### src/rtl/itof_pipe_pkg.sv
// Shared FPU constants and stage payload types for the int-to-float converter.
package itof_pipe_pkg;

    localparam int unsigned F32_BIAS     = 127;
    localparam int unsigned X_W          = 32;
    localparam int unsigned ITOF_EXP_OFS = F32_BIAS + X_W - 1;
    localparam int unsigned EXP_W        = 8;
    localparam int unsigned MANT_W       = 23;
    localparam int unsigned LZ_W         = 6;
    localparam int unsigned FRAC_W       = X_W - 1;

    // Sign and magnitude after the absolute-value stage.
    typedef struct packed {
        logic           sign;
        logic [X_W-1:0] mag;
    } s1_t;

    // Normalized operand; the implicit leading one is dropped from frac.
    typedef struct packed {
        logic              sign;
        logic              zero;
        logic [EXP_W-1:0]  exp;
        logic [FRAC_W-1:0] frac;
    } s2_t;

    typedef struct packed {
        logic              sign;
        logic [EXP_W-1:0]  exp;
        logic [MANT_W-1:0] mant;
    } f32_t;

endpackage

### src/rtl/itof_pipe_lzc32.sv
// Combinational 32-bit leading-zero counter, result 0..32.
module lzc32
    import itof_pipe_pkg::*;
(
    input  logic [X_W-1:0]  x,
    output logic [LZ_W-1:0] lz
);

    // Highest set bit wins because later iterations override earlier ones.
    always_comb begin
        lz = LZ_W'(X_W);
        for (int i = 0; i < int'(X_W); i++) begin
            if (x[i]) begin
                lz = LZ_W'(int'(X_W) - 1 - i);
            end
        end
    end

endmodule

### src/rtl/itof_pipe.sv
// Three-stage signed int32 to binary32 converter, round-to-nearest-even, tag passthrough.
module itof_pipe
    import itof_pipe_pkg::*;
#(
    parameter int unsigned TAG_W = 5
) (
    input  logic             clk,
    input  logic             rstn,
    input  logic             in_valid,
    output logic             in_ready,
    input  logic [X_W-1:0]   in_x,
    input  logic [TAG_W-1:0] in_tag,
    output logic             out_valid,
    input  logic             out_ready,
    output logic [X_W-1:0]   out_y,
    output logic [TAG_W-1:0] out_tag
);

    localparam int unsigned MANT_LO = FRAC_W - MANT_W;

    logic             v1, v2, v3;
    logic             en1, en2, en3;
    logic [TAG_W-1:0] t1, t2, t3;
    s1_t              s1_q, s1_d;
    s2_t              s2_q, s2_d;
    f32_t             s3_q, s3_d;
    logic [LZ_W-1:0]  lz;

    logic [MANT_W-1:0] mant;
    logic              lsb, guard, sticky, inc, carry;
    logic [MANT_W:0]   mant_sum;

    // Enable chain: an empty stage always loads, a full one loads only if its successor moves.
    always_comb begin
        en3 = ~v3 | out_ready;
        en2 = ~v2 | en3;
        en1 = ~v1 | en2;
    end

    assign in_ready  = en1;
    assign out_valid = v3;
    assign out_y     = s3_q;
    assign out_tag   = t3;

    always_comb begin
        s1_d.sign = in_x[X_W-1];
        s1_d.mag  = in_x[X_W-1] ? (~in_x + X_W'(1)) : in_x;
    end

    lzc32 u_lzc (
        .x  (s1_q.mag),
        .lz (lz)
    );

    always_comb begin
        s2_d.sign = s1_q.sign;
        s2_d.zero = (s1_q.mag == '0);
        s2_d.exp  = EXP_W'(ITOF_EXP_OFS) - EXP_W'(lz);
        s2_d.frac = FRAC_W'(s1_q.mag << lz);
    end

    // Round to nearest even; a mantissa carry bumps the exponent and leaves mant at zero.
    always_comb begin
        mant     = s2_q.frac[FRAC_W-1:MANT_LO];
        lsb      = s2_q.frac[MANT_LO];
        guard    = s2_q.frac[MANT_LO-1];
        sticky   = |s2_q.frac[MANT_LO-2:0];
        inc      = guard & (sticky | lsb);
        mant_sum = {1'b0, mant} + (MANT_W+1)'(inc);
        carry    = mant_sum[MANT_W];
        s3_d     = '0;
        if (!s2_q.zero) begin
            s3_d.sign = s2_q.sign;
            s3_d.exp  = carry ? (s2_q.exp + EXP_W'(1)) : s2_q.exp;
            s3_d.mant = mant_sum[MANT_W-1:0];
        end
    end

    always_ff @(posedge clk or negedge rstn) begin
        if (!rstn) begin
            v1   <= 1'b0;
            s1_q <= '0;
            t1   <= '0;
        end else if (en1) begin
            v1   <= in_valid;
            s1_q <= s1_d;
            t1   <= in_tag;
        end
    end

    always_ff @(posedge clk or negedge rstn) begin
        if (!rstn) begin
            v2   <= 1'b0;
            s2_q <= '0;
            t2   <= '0;
        end else if (en2) begin
            v2   <= v1;
            s2_q <= s2_d;
            t2   <= t1;
        end
    end

    always_ff @(posedge clk or negedge rstn) begin
        if (!rstn) begin
            v3   <= 1'b0;
            s3_q <= '0;
            t3   <= '0;
        end else if (en3) begin
            v3   <= v2;
            s3_q <= s3_d;
            t3   <= t2;
        end
    end

endmodule
### config.mk
export PLATFORM = sky130hd
export DESIGN_NAME = itof_pipe
export DESIGN_NICKNAME = d
export VERILOG_FILES = /design/src/rtl/itof_pipe_pkg.sv /design/src/rtl/itof_pipe_lzc32.sv /design/src/rtl/itof_pipe.sv
export SDC_FILE = /design/constraint.sdc
export NUM_CORES = 1
export LEC_CHECK = 0
export BUFFER_PORTS_ARGS = -buffer_cell sky130_fd_sc_hd__buf_4
export CAP_MARGIN = 15
export CORE_MARGIN = 2
export CORE_UTILIZATION = 45
export DETAILED_ROUTE_END_ITERATION = 8
export HOLD_SLACK_MARGIN = 0.05
export PLACE_DENSITY = 0.72
export SYNTH_ARGS = -nofsm -noshare
export SYNTH_HDL_FRONTEND = slang
export SYNTH_SLANG_ARGS = --single-unit
export TNS_END_PERCENT = 1
### constraint.sdc
create_clock -name clk -period 2.9 [get_ports clk]
set_input_delay 0.725 -clock clk [delete_from_list [all_inputs] [get_ports clk]]
set_output_delay 0.725 -clock clk [all_outputs]
set_load 0.01 [all_outputs]
After elaboration in Yosys (flattened, before gate mapping)
Index checks and enable logic that the tools add are counted.
{"block": "op_classes", "addsub": 4, "n_mul": 0, "n_div": 0, "n_lt_le_gt_ge": 0, "eq_ne": 0, "n_shift": 1, "mux": 35, "bitwise_logic": 9, "reduce_logical": 2}
{"cell": "6-bit 2-to-1 mux", "count": 32}
{"cell": "32-bit 2-to-1 mux", "count": 2}
{"cell": "32-bit by 1-bit adder with 32-bit output (second input constant)", "count": 1}
{"cell": "32-bit zero test", "count": 1}
{"cell": "32-bit NOT", "count": 1}
{"cell": "32-bit by 6-bit << shifter with 31-bit output", "count": 1}
{"cell": "23-bit by 1-bit adder with 24-bit output", "count": 1}
{"cell": "8-bit by 1-bit adder with 8-bit output (second input constant)", "count": 1}
{"cell": "8-bit 2-to-1 mux", "count": 1}
{"cell": "8-bit by 6-bit subtractor with 8-bit output (first input constant)", "count": 1}
{"cell": "7-bit OR reduction", "count": 1}
{"cell": "1-bit OR", "count": 4}
{"cell": "1-bit NOT", "count": 3}
{"cell": "1-bit bitwise AND", "count": 1}
{"block": "totals", "register_bits": 124, "latchBits": 0, "ram_bits": 0, "romBits": 0, "input_bits": 41, "out_inout_bits": 39, "n_memories": 0}

Longest topological paths before layout
{"block": "logic_depth", "word_depth": 33, "mapped_depth": 12}

Cells and area by module
A second synthesis with hierarchy kept.
{"block": "unflattened", "hier_cells": 846, "area_unflattened_um2": 7738.7}
{"module": "itof_pipe", "n_inst": 1, "cells_per_inst": 781, "area_each_um2": 7370.8}
{"module": "lzc32", "n_inst": 1, "cells_per_inst": 65, "area_each_um2": 367.9}

Least setup slack after synthesis
OpenSTA, ideal clock, no wires.
{"block": "synth_path", "path_kind": "in2reg", "start": "input port in_x[14]", "end": "register s1_q[28] (netlist bit)", "arrival_time_ps": 2819, "t_required_ps": 2758, "setup_slack_ps": -61, "cell_stages": 8, "path_buffers": 0, "path_cell_list": "or4_4 nor4_4 nand4_1 or4_1 or3_4 o31ai_4 xor2_1 a21oi_1"}
{"block": "synth_via", "elab_chain_cells": 3}
{"element": "from (decl)", "line_no": "itof_pipe.sv:11", "rtl": "input logic [X_W-1:0] in_x,"}
{"element": "32-bit NOT", "line_no": "itof_pipe.sv:47", "rtl": "s1_d.mag = in_x[X_W-1] ? (~in_x + X_W'(1)) : in_x;"}
{"element": "32-bit by 1-bit adder with 32-bit output", "line_no": "itof_pipe.sv:47"}
{"element": "32-bit 2-to-1 mux", "line_no": "itof_pipe.sv:47"}
{"element": "to (signal assigned)", "line_no": "itof_pipe.sv:82", "rtl": "s1_q <= '0;"}
{"element": "to (signal assigned)", "line_no": "itof_pipe.sv:86", "rtl": "s1_q <= s1_d;"}
{"element": "to (decl)", "line_no": "itof_pipe.sv:24", "rtl": "s1_t s1_q, s1_d;"}
Every way passes these cells.
A chain may end at the register's enable or synchronous reset.

Worst setup path in the final report
{"block": "layout_path", "start": "register s1_q[13] (netlist bit)", "end": "register s2_q (netlist bit mant[2])"}
{"block": "layout_via", "elab_chain_cells": 20}
{"element": "6-bit 2-to-1 mux (19 in series)", "line_no": "itof_pipe_lzc32.sv:13", "rtl": "if (x[i]) begin"}
{"element": "32-bit by 6-bit << shifter with 31-bit output *", "line_no": "itof_pipe.sv:59", "rtl": "s2_d.frac = FRAC_W'(s1_q.mag << lz);"}
{"element": "to (signal assigned)", "line_no": "itof_pipe.sv:94", "rtl": "s2_q <= '0;"}
{"element": "to (signal assigned)", "line_no": "itof_pipe.sv:98", "rtl": "s2_q <= s2_d;"}
{"element": "to (decl)", "line_no": "itof_pipe.sv:25", "rtl": "s2_t s2_q, s2_d;"}
Mark *: on every way between the ends. The rest lies on a longest branch, timed or not.

==> results.toml <==
[outcome]
status = "completed"

[logic_synthesis]
synthTopCellsByArea = "dfrtp_1, nand2_1, xor2_1"
synth_top_family_by_area = "compound AO/OA/AOI/OAI gates"
yosys.area_share.simple_pct = 20.85
ys_seq_area_share_pct = 37.36
yosysUniqueCellTypes = 83
synth_compound_area_share_pct = 22.91
synthCells = 964
syn_area_per_cell_um2 = 8.616
asyncSetResetFlopFracSynth_pct = 100.0
syn_nets = 1009
synth_mux_area_share_pct = 7.186
synth_largest_area_cell = "dfrtp_1"
ys.flop_type = "dfrtp_1"
yosysWarnings = 0
synth_fa_ha_area_share_pct = 0.6026
synth_xor_area_share_pct = 6.116
ys_ff_latch = 124
synth_area_um2 = 8305
synth_top_area_share_pct = 37.36
synth_edf_count = 0

[setup_path]
reg2regPathDepth = 12
crit_path_max_fanout = 4
cp.arrival_ns = 3.19
cp_cell_sequence = "or3_4 > a221o_1 > a21oi_2 > o211ai_4 > buf_6 > buf_6 > mux2i_4 > mux2_4 > mux2i_1 > buf_4 > a22oi_2 > o31ai_1"
critPathLaunchType = "register"
critPathKind = "register to register"
critical-path-max-stage-delay_ns = 0.40
critical_path_required_ns = 3.23
crit_top_cell = "buf_6"
cp-end-kind = "register"
crit_path_top_delay_cell = "or3_4"

[global_routing]
grt_first_pass_wirelength_um = 37890
grt_pass1_vias = 7541
grtUsageMet3_pct = 4.026
grt-busiest-layer = "met2"
grt_max_degree = 71
gr-usage-met2_pct = 39.54
antenna_found_initial = 0
met1_usage_pct = 32.22
grt_use_total_pct = 23.83
gr-total-overflow = 0

[finish]
finalInstanceArea_um2 = 10900
multi_input_area_um2 = 5050
fill_cells = 1554
diodes = 0
syn2layout_area_growth_pct = 31.26
nNetsFinal = 1187
drive_above_1_share_pct = 32.03
regArea_um2 = 3107

[clock_tree]
cts_tree = "built"
clk-insertion-delay-late_ns = 0.43
htreeDepth = 4
clkSinkCount = 124
cts_hold_buffers = 0
cts_buffer_depth = 2
cts_root_buffer = "clkbuf_16"
clkTransAtPathRegs_ns = 0.06
cts_made_buffers = 17

[die]
dieArea_um2 = 19560
core_area_um2 = 18020
die_h_um = 139.9
std_cell_rows = 49
die_w_um = 139.9
initial_core_util_pct = 46.08
io-pin-count = 80

[power_and_ir_drop]
ir_drop_mv = 0.5787
p_per_area_nw_per_um2 = 699.3
pwr-share-clk_pct = 26.3
p_sw_w = 0.002783
leakagePower_nw = 4.699
power_w = 0.007623
pwr-share-seq_pct = 34.3
swShare_pct = 36.51
p_int_w = 0.004840
combPwrFrac_pct = 39.4

[placed_design]
port-buffer-count = 79
gp_congestion = 0.9447
dpl-instance-area_um2 = 9937
hpwl_um = 17600

[detailed_routing]
first_pass_iters = 5
routed_wirelength_um = 23350
wl_per_cell_um = 16.87
route.detailed.drc = 0
drtIter0Drc = 671
via_per_inst = 5.675
via_count = 7854
ant_nets = 0

[timing]
slew_headroom_pct = 45.84
fmax_mhz = 349.0
worstMarginPinSlew_ns = 0.8094
fin_hold_ws_ns = 0.2304
finClkSkew_ns = 0.009518
drv_slew = 0
finalHoldViolations = 0
period_share_pct = 98.82
min_period_ns = 2.866
grt_setup_unrepaired = "true"
setup_violations = 0

[flow_run]
maxCapViolations = 0

[hold_path]
hold_path.class = "input port to asynchronous set/reset pin"
[power groups by stage]
stage / clock network, W / logic, W / registers (W)
floorplan: 0 / 0.00158 / 0.00257
global placement: 0 / 0.00268 / 0.00260
detailed placement: 0 / 0.00273 / 0.00262
CTS: 0.00203 / 0.00277 / 0.00260
global route: 0.00211 / 0.00327 / 0.00268
finish: 0.00201 / 0.00300 / 0.00261
[Yosys cell counts, types with 8 or more instances]
cell and number:
xor2_1 44, xnor2_1 14, a22oi_1 8, mux2_2 18, o21ai_1 8, nand2_1 133
nand2b_1 9, o211ai_1 12, clkbuf_1 39, nor3_1 13, o31ai_1 9, nand3_1 21
inv_1 21, mux2i_1 33, o21ai_0 63, a21oi_1 76, nor2_1 89, nand4_1 10
and3_1 14, buf_2 17, dfrtp_1 124, a31oi_1 8, a211oi_1 9
[layer usage]
metal | wire length, µm | vias to the layer above
met2 | 11340 | 225
li1 | - | 3846
met5 | 0 | -
met1 | 10510 | 3746
met3 | 1041 | 37
met4 | 453 | 0
[flip-flops by register name, summed over array words and instances, names as in the netlist]
| name | count |
|---|---|
| s1_q | 33 |
| v1 | 1 |
| mant | 22 |
| out_valid | 1 |
| lsb | 1 |
| s2_q | 17 |
| t2 | 5 |
| out_y | 32 |
| v2 | 1 |
| guard | 1 |
| out_tag | 5 |
| t1 | 5 |
[cells in the final DEF (no fill, tap or decap), types with 21 or more instances in the layout]
master	n
buf_4	216
nor2_1	87
nand2_1	131
a21oi_1	71
mux2i_1	29
xor2_1	44
o21ai_0	62
dfrtp_1	121
inv_1	21
nand3_1	21
[through the flow]
stage / TNS (ns) / worst slack, ns / util [%] / std cells
finish: 0 / 0.03430 / 60.48 / 1384
global route: -0.3074 / -0.06065 / 60.48 / 1384
detailed placement: -1.329 / -0.2606 / 55.13 / 1337
global placement: -0.8065 / -0.1954 / 55.13 / 1337
CTS: -0.02780 / -0.02780 / 58.52 / 1374
floorplan: -0.1131 / -0.04792 / - / 964
[path summary, 6_finish.rpt]
| check | from | endpoint | slack (ns) |
|---|---|---|---|
| min in group clk | t1[4] | t2[4] | 0.47 |
| min | rstn | out_y[27] | 0.23 |
| min reg2reg | t1[4] | t2[4] | 0.47 |
| max in group asynchronous | rstn | s2_q[4] | 1.91 |
| max reg2reg | s1_q[13] | mant[2] | 0.03 |
| max | s1_q[13] | mant[2] | 0.03 |
[kinds of logic (layout without fill, tap and decap cells)]
| family | after synthesis | in the layout |
|---|---|---|
| AND/OR/NAND/NOR | 351 | 351 |
| AO/OA/AOI/OAI | 279 | 279 |
| flip-flops | 124 | 124 |
| buffers and inverters | 93 | 284 |
| XOR/XNOR | 58 | 58 |
| multiplexers | 55 | 55 |
| adder cells (fa/ha/maj) | 4 | 4 |
[critical path, delay by kind of cell (launching register included)]
kind                   cells  cell delay, ns
AND/OR/NAND/NOR            1            0.40
multiplexers               3            0.62
buffers and inverters      3            0.43
flip-flops                 1            0.39
AO/OA/AOI/OAI              5            0.91
[final cells by class]
type / instances / share of cell area [%]
Clock buffer: 19 / 4.063
Multi-Input combinational cell: 747 / 46.32
Clock inverter: 13 / 1.079
Inverter: 23 / 0.8378
Sequential cell: 124 / 28.50
Timing Repair Buffer: 229 / 16.57
Tap cell: 229 / 2.628
[timing repair]
item / CTS / global route
resized for setup: 2 / 65
setup endpoints to repair: 5 / 19
pin swaps: 1 / 28
hold endpoints to repair: 0 / 0
buffers inserted: 5 / 11
(Power assumes the default switching activity.)
